$ cat src/rtl/uparc_muldiv_pkg.sv
`default_nettype none
// ============================================================================
// Module   : uparc_muldiv_pkg
// Purpose  : Shared constants, types and helpers for the multiply/divide unit.
//            Holds the operand width, md_op encodings, the FSM state type and
//            the datapath step-mode encoding.
// Revision : 1.0 - initial release
// ============================================================================
package uparc_muldiv_pkg;

  localparam int UPARC_REG_WIDTH  = 32;
  localparam int UPARC_MDOP_WIDTH = 3;

  localparam logic [UPARC_MDOP_WIDTH-1:0] UPARC_MDOP_MULT  = 3'd0;
  localparam logic [UPARC_MDOP_WIDTH-1:0] UPARC_MDOP_MULTU = 3'd1;
  localparam logic [UPARC_MDOP_WIDTH-1:0] UPARC_MDOP_DIV   = 3'd2;
  localparam logic [UPARC_MDOP_WIDTH-1:0] UPARC_MDOP_DIVU  = 3'd3;
  localparam logic [UPARC_MDOP_WIDTH-1:0] UPARC_MDOP_MTHI  = 3'd4;
  localparam logic [UPARC_MDOP_WIDTH-1:0] UPARC_MDOP_MTLO  = 3'd5;
  localparam logic [UPARC_MDOP_WIDTH-1:0] UPARC_MDOP_NONE  = 3'd7;

  // Step-module mode select
  localparam logic STEP_MUL = 1'b0;
  localparam logic STEP_DIV = 1'b1;

  typedef enum logic [1:0] {
    MD_IDLE = 2'd0,
    MD_RUN  = 2'd1,
    MD_FIX  = 2'd2
  } md_state_t;

  // Magnitude of v when treated as signed (sgn=1); v unchanged otherwise.
  // 0x80000000 maps to itself, which is its correct unsigned magnitude.
  function automatic logic [UPARC_REG_WIDTH-1:0] abs_if(
    input logic [UPARC_REG_WIDTH-1:0] v,
    input logic                       sgn
  );
    return (sgn && v[UPARC_REG_WIDTH-1]) ? (~v + 32'd1) : v;
  endfunction

endpackage : uparc_muldiv_pkg
`default_nettype wire

$ cat src/rtl/uparc_muldiv_step.sv
`default_nettype none
// ============================================================================
// Module   : uparc_muldiv_step
// Purpose  : One radix-2 iteration of the multiply/divide datapath (pure
//            combinational).
//   mode     in   1   STEP_MUL: shift-add multiply, STEP_DIV: restoring divide
//   acc      in  64   multiply: {partial product, remaining multiplier}
//                     divide  : {partial remainder, remaining dividend/quotient}
//   operand  in  32   multiplicand or divisor magnitude
//   acc_next out 64   accumulator after this step (bit 0 clear in divide mode)
//   q_bit    out  1   quotient bit produced by a divide step (0 for multiply)
// Revision : 1.0 - initial release
// ============================================================================
module uparc_muldiv_step
  import uparc_muldiv_pkg::*;
(
  input  logic        mode,
  input  logic [63:0] acc,
  input  logic [31:0] operand,
  output logic [63:0] acc_next,
  output logic        q_bit
);

  logic [32:0] w_sum;
  logic [32:0] w_shifted;
  logic [31:0] w_trial;

  always_comb begin
    acc_next = '0;
    q_bit    = 1'b0;

    // Multiply: add multiplicand into the upper half when the current
    // multiplier bit is set; the 33rd bit carries into the shifted result.
    w_sum = {1'b0, acc[63:32]} + (acc[0] ? {1'b0, operand} : 33'd0);

    // Divide: bring the next dividend bit into the partial remainder and
    // trial-subtract. The compare is the 33-bit borrow test; when it passes
    // the true difference fits in 32 bits, so a 32-bit subtract suffices.
    w_shifted = {acc[63:32], acc[31]};
    w_trial   = w_shifted[31:0] - operand;

    if (mode == STEP_MUL) begin
      acc_next = {w_sum, acc[31:1]};
    end else begin
      q_bit    = (w_shifted >= {1'b0, operand});
      acc_next = {(q_bit ? w_trial : w_shifted[31:0]), acc[30:0], 1'b0};
    end
  end

endmodule : uparc_muldiv_step
`default_nettype wire

$ cat src/rtl/uparc_muldiv.sv
`default_nettype none
// ============================================================================
// Module   : uparc_muldiv
// Purpose  : Iterative multiply/divide unit with architectural HI/LO.
//            MULT/MULTU/DIV/DIVU take 32 RUN cycles plus one FIX cycle;
//            MTHI/MTLO write in a single cycle without busy/done.
//   clk    in   1   core clock
//   rst    in   1   synchronous active-high reset
//   start  in   1   launch operation (sampled only when idle)
//   md_op  in   3   operation code
//   a      in  32   rs operand
//   b      in  32   rt operand
//   cancel in   1   pipeline flush, aborts an in-flight operation
//   busy   out  1   operation in flight
//   done   out  1   one-cycle completion pulse; hi/lo valid this cycle
//   hi     out 32   HI register
//   lo     out 32   LO register
// Revision : 1.0 - initial release
// ============================================================================
module uparc_muldiv
  import uparc_muldiv_pkg::*;
(
  input  logic                        clk,
  input  logic                        rst,
  input  logic                        start,
  input  logic [UPARC_MDOP_WIDTH-1:0] md_op,
  input  logic [UPARC_REG_WIDTH-1:0]  a,
  input  logic [UPARC_REG_WIDTH-1:0]  b,
  input  logic                        cancel,
  output logic                        busy,
  output logic                        done,
  output logic [UPARC_REG_WIDTH-1:0]  hi,
  output logic [UPARC_REG_WIDTH-1:0]  lo
);

  md_state_t   r_state;
  md_state_t   w_state_next;

  logic [63:0] r_acc;
  logic [31:0] r_opnd;
  logic [4:0]  r_count;
  logic        r_is_div;
  logic        r_neg_q;     // quotient / product sign
  logic        r_neg_r;     // remainder sign (follows a)
  logic [31:0] r_hi;
  logic [31:0] r_lo;
  logic        r_done;

  logic        w_idle_go;
  logic        w_launch;
  logic        w_signed;
  logic        w_div;
  logic [63:0] w_step_acc;
  logic        w_q_bit;
  logic [63:0] w_prod_fix;
  logic [31:0] w_quot_fix;
  logic [31:0] w_rem_fix;

  // cancel suppresses any start seen while idle, including MTHI/MTLO
  assign w_idle_go = (r_state == MD_IDLE) && start && !cancel;
  assign w_signed  = (md_op == UPARC_MDOP_MULT) || (md_op == UPARC_MDOP_DIV);
  assign w_div     = (md_op == UPARC_MDOP_DIV)  || (md_op == UPARC_MDOP_DIVU);
  assign w_launch  = w_idle_go && (w_signed || w_div || (md_op == UPARC_MDOP_MULTU));

  uparc_muldiv_step u_step (
    .mode     (r_is_div),
    .acc      (r_acc),
    .operand  (r_opnd),
    .acc_next (w_step_acc),
    .q_bit    (w_q_bit)
  );

  // Sign correction applied in FIX on the magnitude result
  assign w_prod_fix = r_neg_q ? (~r_acc + 64'd1) : r_acc;
  assign w_quot_fix = r_neg_q ? (~r_acc[31:0] + 32'd1) : r_acc[31:0];
  assign w_rem_fix  = r_neg_r ? (~r_acc[63:32] + 32'd1) : r_acc[63:32];

  always_comb begin
    w_state_next = r_state;
    case (r_state)
      MD_IDLE: if (w_launch) w_state_next = MD_RUN;
      MD_RUN: begin
        if (cancel)              w_state_next = MD_IDLE;
        else if (r_count == 5'd0) w_state_next = MD_FIX;
      end
      MD_FIX:  w_state_next = MD_IDLE;
      default: w_state_next = MD_IDLE;
    endcase
  end

  always_ff @(posedge clk) begin
    if (rst) begin
      r_state  <= MD_IDLE;
      r_acc    <= '0;
      r_opnd   <= '0;
      r_count  <= '0;
      r_is_div <= 1'b0;
      r_neg_q  <= 1'b0;
      r_neg_r  <= 1'b0;
      r_hi     <= '0;
      r_lo     <= '0;
      r_done   <= 1'b0;
    end else begin
      r_state <= w_state_next;
      r_done  <= 1'b0;
      case (r_state)
        MD_IDLE: begin
          if (w_launch) begin
            // Both algorithms start with the first operand magnitude in the
            // low half and a cleared upper half.
            r_acc    <= {32'd0, abs_if(a, w_signed)};
            r_opnd   <= abs_if(b, w_signed);
            r_is_div <= w_div;
            r_neg_q  <= w_signed & (a[31] ^ b[31]);
            r_neg_r  <= w_signed & a[31];
            r_count  <= 5'd31;
          end
          if (w_idle_go && (md_op == UPARC_MDOP_MTHI)) r_hi <= a;
          if (w_idle_go && (md_op == UPARC_MDOP_MTLO)) r_lo <= a;
        end
        MD_RUN: begin
          r_acc   <= w_step_acc | {63'd0, w_q_bit};
          r_count <= r_count - 5'd1;
        end
        MD_FIX: begin
          if (!cancel) begin
            r_hi   <= r_is_div ? w_rem_fix  : w_prod_fix[63:32];
            r_lo   <= r_is_div ? w_quot_fix : w_prod_fix[31:0];
            r_done <= 1'b1;
          end
        end
        default: ;
      endcase
    end
  end

  assign busy = (r_state != MD_IDLE);
  assign done = r_done;
  assign hi   = r_hi;
  assign lo   = r_lo;

endmodule : uparc_muldiv
`default_nettype wire

$ cat config.mk
export PLATFORM = sky130hd
export DESIGN_NAME = uparc_muldiv
export DESIGN_NICKNAME = d
export VERILOG_FILES = /design/src/rtl/uparc_muldiv_pkg.sv /design/src/rtl/uparc_muldiv_step.sv /design/src/rtl/uparc_muldiv.sv
export SDC_FILE = /design/constraint.sdc
export NUM_CORES = 1
export LEC_CHECK = 0
export CORE_UTILIZATION = 29
export CTS_CLUSTER_SIZE = 28
export DETAILED_ROUTE_END_ITERATION = 8
export PLACE_DENSITY_LB_ADDON = 0.25
export SYNTH_ARGS = -nofsm -noshare
export SYNTH_HDL_FRONTEND = slang
export SYNTH_SLANG_ARGS = --single-unit
$ cat constraint.sdc
create_clock -name clk -period 5.2 [get_ports clk]
set_clock_uncertainty 0.05 [all_clocks]
set_input_delay 1.56 -clock clk [delete_from_list [all_inputs] [get_ports clk]]
set_output_delay 1.56 -clock clk [all_outputs]
set_load 0.01 [all_outputs]
==> metrics, run 1 <==
P_sw 1.28 mW; overall routing resource usage 21.7%; Root Driver clkbuf_16; CP Buf/Inv Count 2; footprint of the multi-input gates 0.0101 sq mm; layout cell share with drive strength beyond 1 5.39%; Top FF cell, synth dfxtp_1; CTS Buf Count 17; post-synthesis mux area share 3.38%; WP data arrival 4550 ps; Cell variety after synth 81; setup tns final 0 ps; I/O Buffers 136; CTS tree done; DR vias 14991; top area cells in the synthesized netlist dfxtp_1 (24%), nor2_1 (6.5%), a211oi_1 (6.4%); Synth Area in Compound Gates 29.8%; Crit path required time 5480 ps; 1st-pass router iterations 5; Pint 2.40 mW; htree depth 4; routability cong. 0.915; pre-CTS setup slack 573 ps; Initial Util 29.6%; initial DRC count 1181; die area 0.0500 sq mm; Leakage 6.10 nW; # clock sinks 171; gr ovfl total 0; Seq pwr share 38.5%; worst-margin pin slew between 1000 and 1500 ps; hold path start hi[26]; Hold WS slightly above 400 ps; cell with the most instances after synthesis nor2_1; clk slew on worst S/H paths 80 ps; Rel. slew slack 30.3%; worst hold path type reg2reg; synthesis warning total 0; peak supply drop 0.000230 V; cell area power density 218 mW/mm^2; fmax 234 MHz; max-slew violation count 0; Setup crit start kind flop; Critical Path End Type flop; clock power share 37.1%; kind of critical path reg2reg; Crit Reg-Reg Startpoint r_acc[31]; worst-case clock buffer depth 2; # hold bufs at CTS 0; Mean Syn Cell Area 7.35 sq um; WL final between 50000 and 60000 microns; DR WL/cell 20.6 microns; Max Cap Viol 0; DP Cell Count 2629; Comb power frac approximately 25%; vias per std cell 5.63; Simple-Gate Fraction of Synth Area 21.3%; Inserted Diodes 0; delay-heaviest family, CP compound AO/OA/AOI/OAI gates; register bit total from synthesis 171; register area share after synthesis 24.0%; DRC 0; RSZ-0062 raised after global routing no; FF/Latch Area 0.00342 sq mm; CTS resizes 0; setup ws final 926 ps; Post-synth EDFFs 0; CP max stage delay 800 ps; initial antenna violation count 0; Final Hold Viols 0; Rows 80; DIE WIDTH 224 microns; CP startpoint r_acc[31]; num ports 137; Syn Nets 2082; Cell Area, Synth about 0.014 sq mm; top-area cell type share of the netlist area 24.0%; pin count of the biggest net entering global routing 70; status complete, no violations; main combinational cell family by area after synthesis compound AO/OA/AOI/OAI gates; Synth Area in Adders under 10%; hpwl dp 41600 microns; Non-Filler Instances ~2700; # fillers 5168; Post-synth ARST share 0%; Final Cycle Share 82.2%; post-synthesis xor/xnor area fraction 9.46%; Core Box Area 0.0481 sq mm; cell taking the most area after synthesis dfxtp_1; min Tclk post-route 4270 ps; post-route ant nets 0; Synth Instances 1939; CP max-delay cell nor2_2; flop-to-flop setup slack 930 ps; vias in the first global route 14300; Switching Fraction roughly a third; CP cell instances inv_1 -> ha_1 -> nand2b_1 -> a21oi_1 -> o21a_1 -> o21bai_1 -> a311oi_2 -> nor3_2 -> nor2_2 -> buf_4 -> mux2i_1 -> o221ai_1; Die H approximately 220 microns; layout overhead on the synthesized area 18.3%; fin nets 2135; number of setup buffers added after CTS 0; setup violators final 0; worst skew pair latency around 470 ps; first-pass GRT wire length 84700 microns; synth cell count leaders nor2_1 (246), dfxtp_1 (171), a21oi_1 (161), nand2_1 (161), clkbuf_1 (123); crit-path max FO 18
==> flip-flops by register name, indices dropped and copies added, names as in the netlist <==
name and cells:
r_neg_r 1, done 1, r_acc 64, hi 32, lo 32, r_count 5, r_is_div 1, r_opnd 32
r_neg_q 1, r_state 2
==> worst min-delay path: cells and delay by family, from the launching register on <==
family | cells | cell delay, ps
flops | 1 | 320
simple gates | 1 | 50
compound gates | 1 | 50
==> path summary, 6_finish.rpt <==
kind,end,cells after the start
setup reg to reg,r_acc[44],12
setup / recovery,r_acc[44],12
hold / removal,hi[26],2
hold reg to reg,hi[26],2
==> layout make-up <==
type                    instances  share of cell area [%]
clock buffers                  17                    2.52
well taps                     656                    4.87
inverters                      67                    1.49
flip-flops and latches        171                    20.3
multi-input cells            1560                    59.9
clock inverters                15                    1.02
repair buffers                175                    9.94
==> layout by cell type, fill, tap and decap left out, types with 15 or more instances in the layout <==
cell type | Yosys | routed
a211oi_1 | 121 | 121
a21o_1 | 29 | 29
a21oi_1 | 161 | 161
a22oi_1 | 17 | 17
a311oi_1 | 22 | 22
a31oi_1 | 23 | 23
buf_4 | 0 | 38
clkbuf_16 | 0 | 17
clkdlybuf4s50_1 | 0 | 135
dfxtp_1 | 171 | 170
ha_1 | 70 | 70
inv_1 | 66 | 66
mux2i_1 | 47 | 47
nand2_1 | 161 | 161
nand3_1 | 35 | 35
nor2_1 | 246 | 244
nor3_1 | 48 | 47
nor4_1 | 20 | 20
o21a_1 | 16 | 16
o21ai_0 | 114 | 114
o31ai_1 | 20 | 20
or3_1 | 26 | 26
or4_1 | 15 | 15
xnor2_1 | 83 | 83
xor2_1 | 71 | 71
==> per-stage QoR <==
step	total power [mW]	util, %	cell area, sq um
after global routing	3.85	35.0	16900
after CTS	3.70	35.0	16900
after floorplan	2.02	-	14300
after global placement	2.33	33.8	16300
final	3.68	35.0	16900
after detailed placement	2.34	33.8	16300
==> power by group through the flow <==
| stage | registers [mW] | logic (mW) | clock network [mW] |
|---|---|---|---|
| floorplan | 1.42 | 0.599 | 0 |
| global placement | 1.44 | 0.888 | 0 |
| detailed placement | 1.44 | 0.893 | 0 |
| CTS | 1.41 | 0.898 | 1.39 |
| global route | 1.42 | 0.980 | 1.45 |
| finish | 1.42 | 0.900 | 1.36 |
==> routing by layer <==
layer / GRT usage, % / vias up / share of wire [%]
met1: 28.5 / 7226 / 45
met3: 3.08 / 78 / 5.6
met2: 36.4 / 486 / 47
li1: - / 7201 / -
met5: 0 / - / 0
met4: 7.18 / 0 / 2.5
==> cell families (layout without fill, tap and decap cells) <==
family                   count (synthesis)  after routing
AO/OA/AOI/OAI                          638            638
AND/OR/NAND/NOR                        648            648
XOR/XNOR                               154            154
buffers and inverters                  208            274
adder cells (fa/ha/maj)                 72             72
multiplexers                            48             48
flip-flops                             171            171
No activity file was read; power rests on OpenSTA's default activity.
==> inputs of run 2 (changes only) <==
==> constraint.sdc (replaced) <==
create_clock -name clk -period 4.4 [get_ports clk]
set_clock_uncertainty 0.05 [all_clocks]
set_input_delay 1.32 -clock clk [delete_from_list [all_inputs] [get_ports clk]]
set_output_delay 1.32 -clock clk [all_outputs]
set_load 0.01 [all_outputs]
==> run 2 against run 1 <==
Effect of this change:
- final cell count increased by 1.7%
- utilization increased by 0.74 points
- sequential power increased by 18%
- global-route usage increased by 0.23 points
- clock-buffer cell count unchanged
- total power increased by 21%
- register-to-register slack got worse by 420 ps
- non-clock buffer count increased by 45
- critical path depth unchanged
- die area unchanged
- clock power increased by 23%
- via count decreased by 0.20%
==> metrics, run 2 (synthesized netlist as in run 1, its figures left out) <==
RSZ-0062 raised after global routing no; fmax 257 MHz (+9.8%); gr ovfl total 0 (unchanged); fin nets 2180 (+2.1%); setup tns final 0 ps (unchanged); Rows 80 (unchanged); CTS resizes 0 (unchanged); CTS tree done; I/O Buffers 136 (unchanged); 1st-pass router iterations 5 (unchanged); setup ws final 506 ps (-420 ps); layout cell share with drive strength beyond 1 7.46% (+2.1 points); Setup crit start kind flop; Initial Util 29.6% (unchanged); crit-path max FO 16 (-2); DP Cell Count 2674 (+1.7%); commonest non-fill, non-tap cell in the layout nor2_1; vias per std cell 5.53 (-1.9%); WP data arrival 4180 ps (-370 ps); clk slew on worst S/H paths 80 ps (about the same); num ports 137 (unchanged); Core Box Area 0.0481 sq mm (unchanged); post-route ant nets 0 (unchanged); WL final 55400 microns (+1.2%); number of setup buffers added after CTS 0 (unchanged); Final Hold Viols 0 (unchanged); Leakage 6.34 nW (+3.9%); initial antenna violation count 1 (+1); # hold bufs at CTS 0 (unchanged); Hold WS 410 ps (-5.64 ps); pre-CTS setup slack 177 ps (-397 ps); status complete, no violations; htree depth 4 (unchanged); DIE WIDTH 224 microns (unchanged); die area 0.0500 sq mm (unchanged); kind of critical path reg2reg; Die H 224 microns (unchanged); Max Cap Viol 0 (unchanged); Critical Path End Type flop; worst hold path type reg2reg; Non-Filler Instances 2706 (+1.7%); vias in the first global route 14347 (+0.33%); # fillers 5167 (-0.019%); Most flops, register r_acc; Largest register FFs 64 (unchanged); DR WL/cell 20.5 microns (-0.52%); # clock sinks 171 (unchanged); most frequent cells in the layout nor2_1 (244), dfxtp_1 (170), nand2_1 (161), a21oi_1 (161), clkdlybuf4s50_1 (135); Root Driver clkbuf_16; routability cong. 0.901 (-1.6%); min Tclk post-route 3890 ps (-380 ps); first-pass GRT wire length 84800 microns (about the same); hpwl dp 42700 microns (+2.6%); worst-margin pin slew 1100 ps (+55.1 ps); worst-case clock buffer depth 2 (unchanged); footprint of the multi-input gates 0.0101 sq mm (about the same); initial DRC count 1088 (-7.9%); peak supply drop 0.000255 V (+11%); FF/Latch Area 0.00342 sq mm (unchanged); Crit path required time 4680 ps (-800 ps); pin count of the biggest net entering global routing 73 (+4.3%); Final Cycle Share 88.5% (+6.3 points); DR vias 14961 (-0.20%); cell area power density 258 mW/mm^2 (+18%); layout overhead on the synthesized area 20.8%; setup violators final 0 (unchanged); Inserted Diodes 0 (unchanged); CTS Buf Count 17 (unchanged); Rel. slew slack 26.4% (-3.8 points); DRC 0 (unchanged); max-slew violation count 0 (unchanged); worst skew pair latency 480 ps (about the same); overall routing resource usage 21.9% (+0.23 points)
run 2: changes by cell type in the layout (fill, tap and decap cells not counted):
cell / before / now
nor3_4: 1 / 0
clkinv_4: 2 / 0
bufinv_16: 1 / 2
buf_4: 38 / 83
inv_6: 2 / 5
clkinv_8: 1 / 2
clkinvlp_4: 1 / 2
clkinv_2: 1 / 0
nor3_2: 2 / 3
inv_8: 7 / 4
run 2: stage by stage:
| step | cell area (sq um) | util (%) | total power, mW |
|---|---|---|---|
| after floorplan | 14300 | - | 2.38 |
| after CTS | 17200 | 35.8 | 4.47 |
| final | 17200 | 35.8 | 4.45 |
| after detailed placement | 16600 | 34.5 | 2.81 |
| after global routing | 17200 | 35.8 | 4.64 |
| after global placement | 16600 | 34.5 | 2.80 |
run 2: critical path, stage by stage, from the launching register on:
cell,delay [ps]
dfxtp_1,400
inv_1,110
ha_1,380
nand3_1,120
a21oi_1,270
o21a_1,220
o21bai_1,170
a311oi_2,430
nor3_2,110
nor2_2,810
buf_4,330
mux2i_1,210
o21ai_0,130
run 2: routing by layer:
layer	share of wire, %	global-route usage, %	up-vias
met1	45	28.4	7140
met4	2.7	8.06	2
met2	47	36.9	459
li1	-	-	7287
met3	5.2	3.00	73
met5	0.023	0	-
run 2: final cells by class:
| type | instances | area share, % |
|---|---|---|
| multi-input combinational | 1560 | 58.6 |
| sequential | 171 | 19.9 |
| timing repair buffer | 220 | 11.7 |
| tap | 656 | 4.77 |
| clock buffer | 17 | 2.47 |
| inverter | 67 | 1.46 |
| clock inverter | 15 | 1.14 |
run 2: final timing paths:
check / from / endpoint / slack (ps) / depth (start not counted)
worst min-delay path: r_opnd[21] / r_opnd[21] / 410 / 2
worst max-delay path: r_opnd[3] / r_acc[57] / 510 / 12
worst max register to register: r_opnd[3] / r_acc[57] / 510 / 12
worst min register to register: r_opnd[21] / r_opnd[21] / 410 / 2
run 2: report_power, final:
| group | internal, mW | total, mW | switching (mW) |
|---|---|---|---|
| Clock | 0.870 | 1.67 | 0.795 |
| Combinational | 0.442 | 1.11 | 0.672 |
| Sequential | 1.60 | 1.67 | 0.0685 |
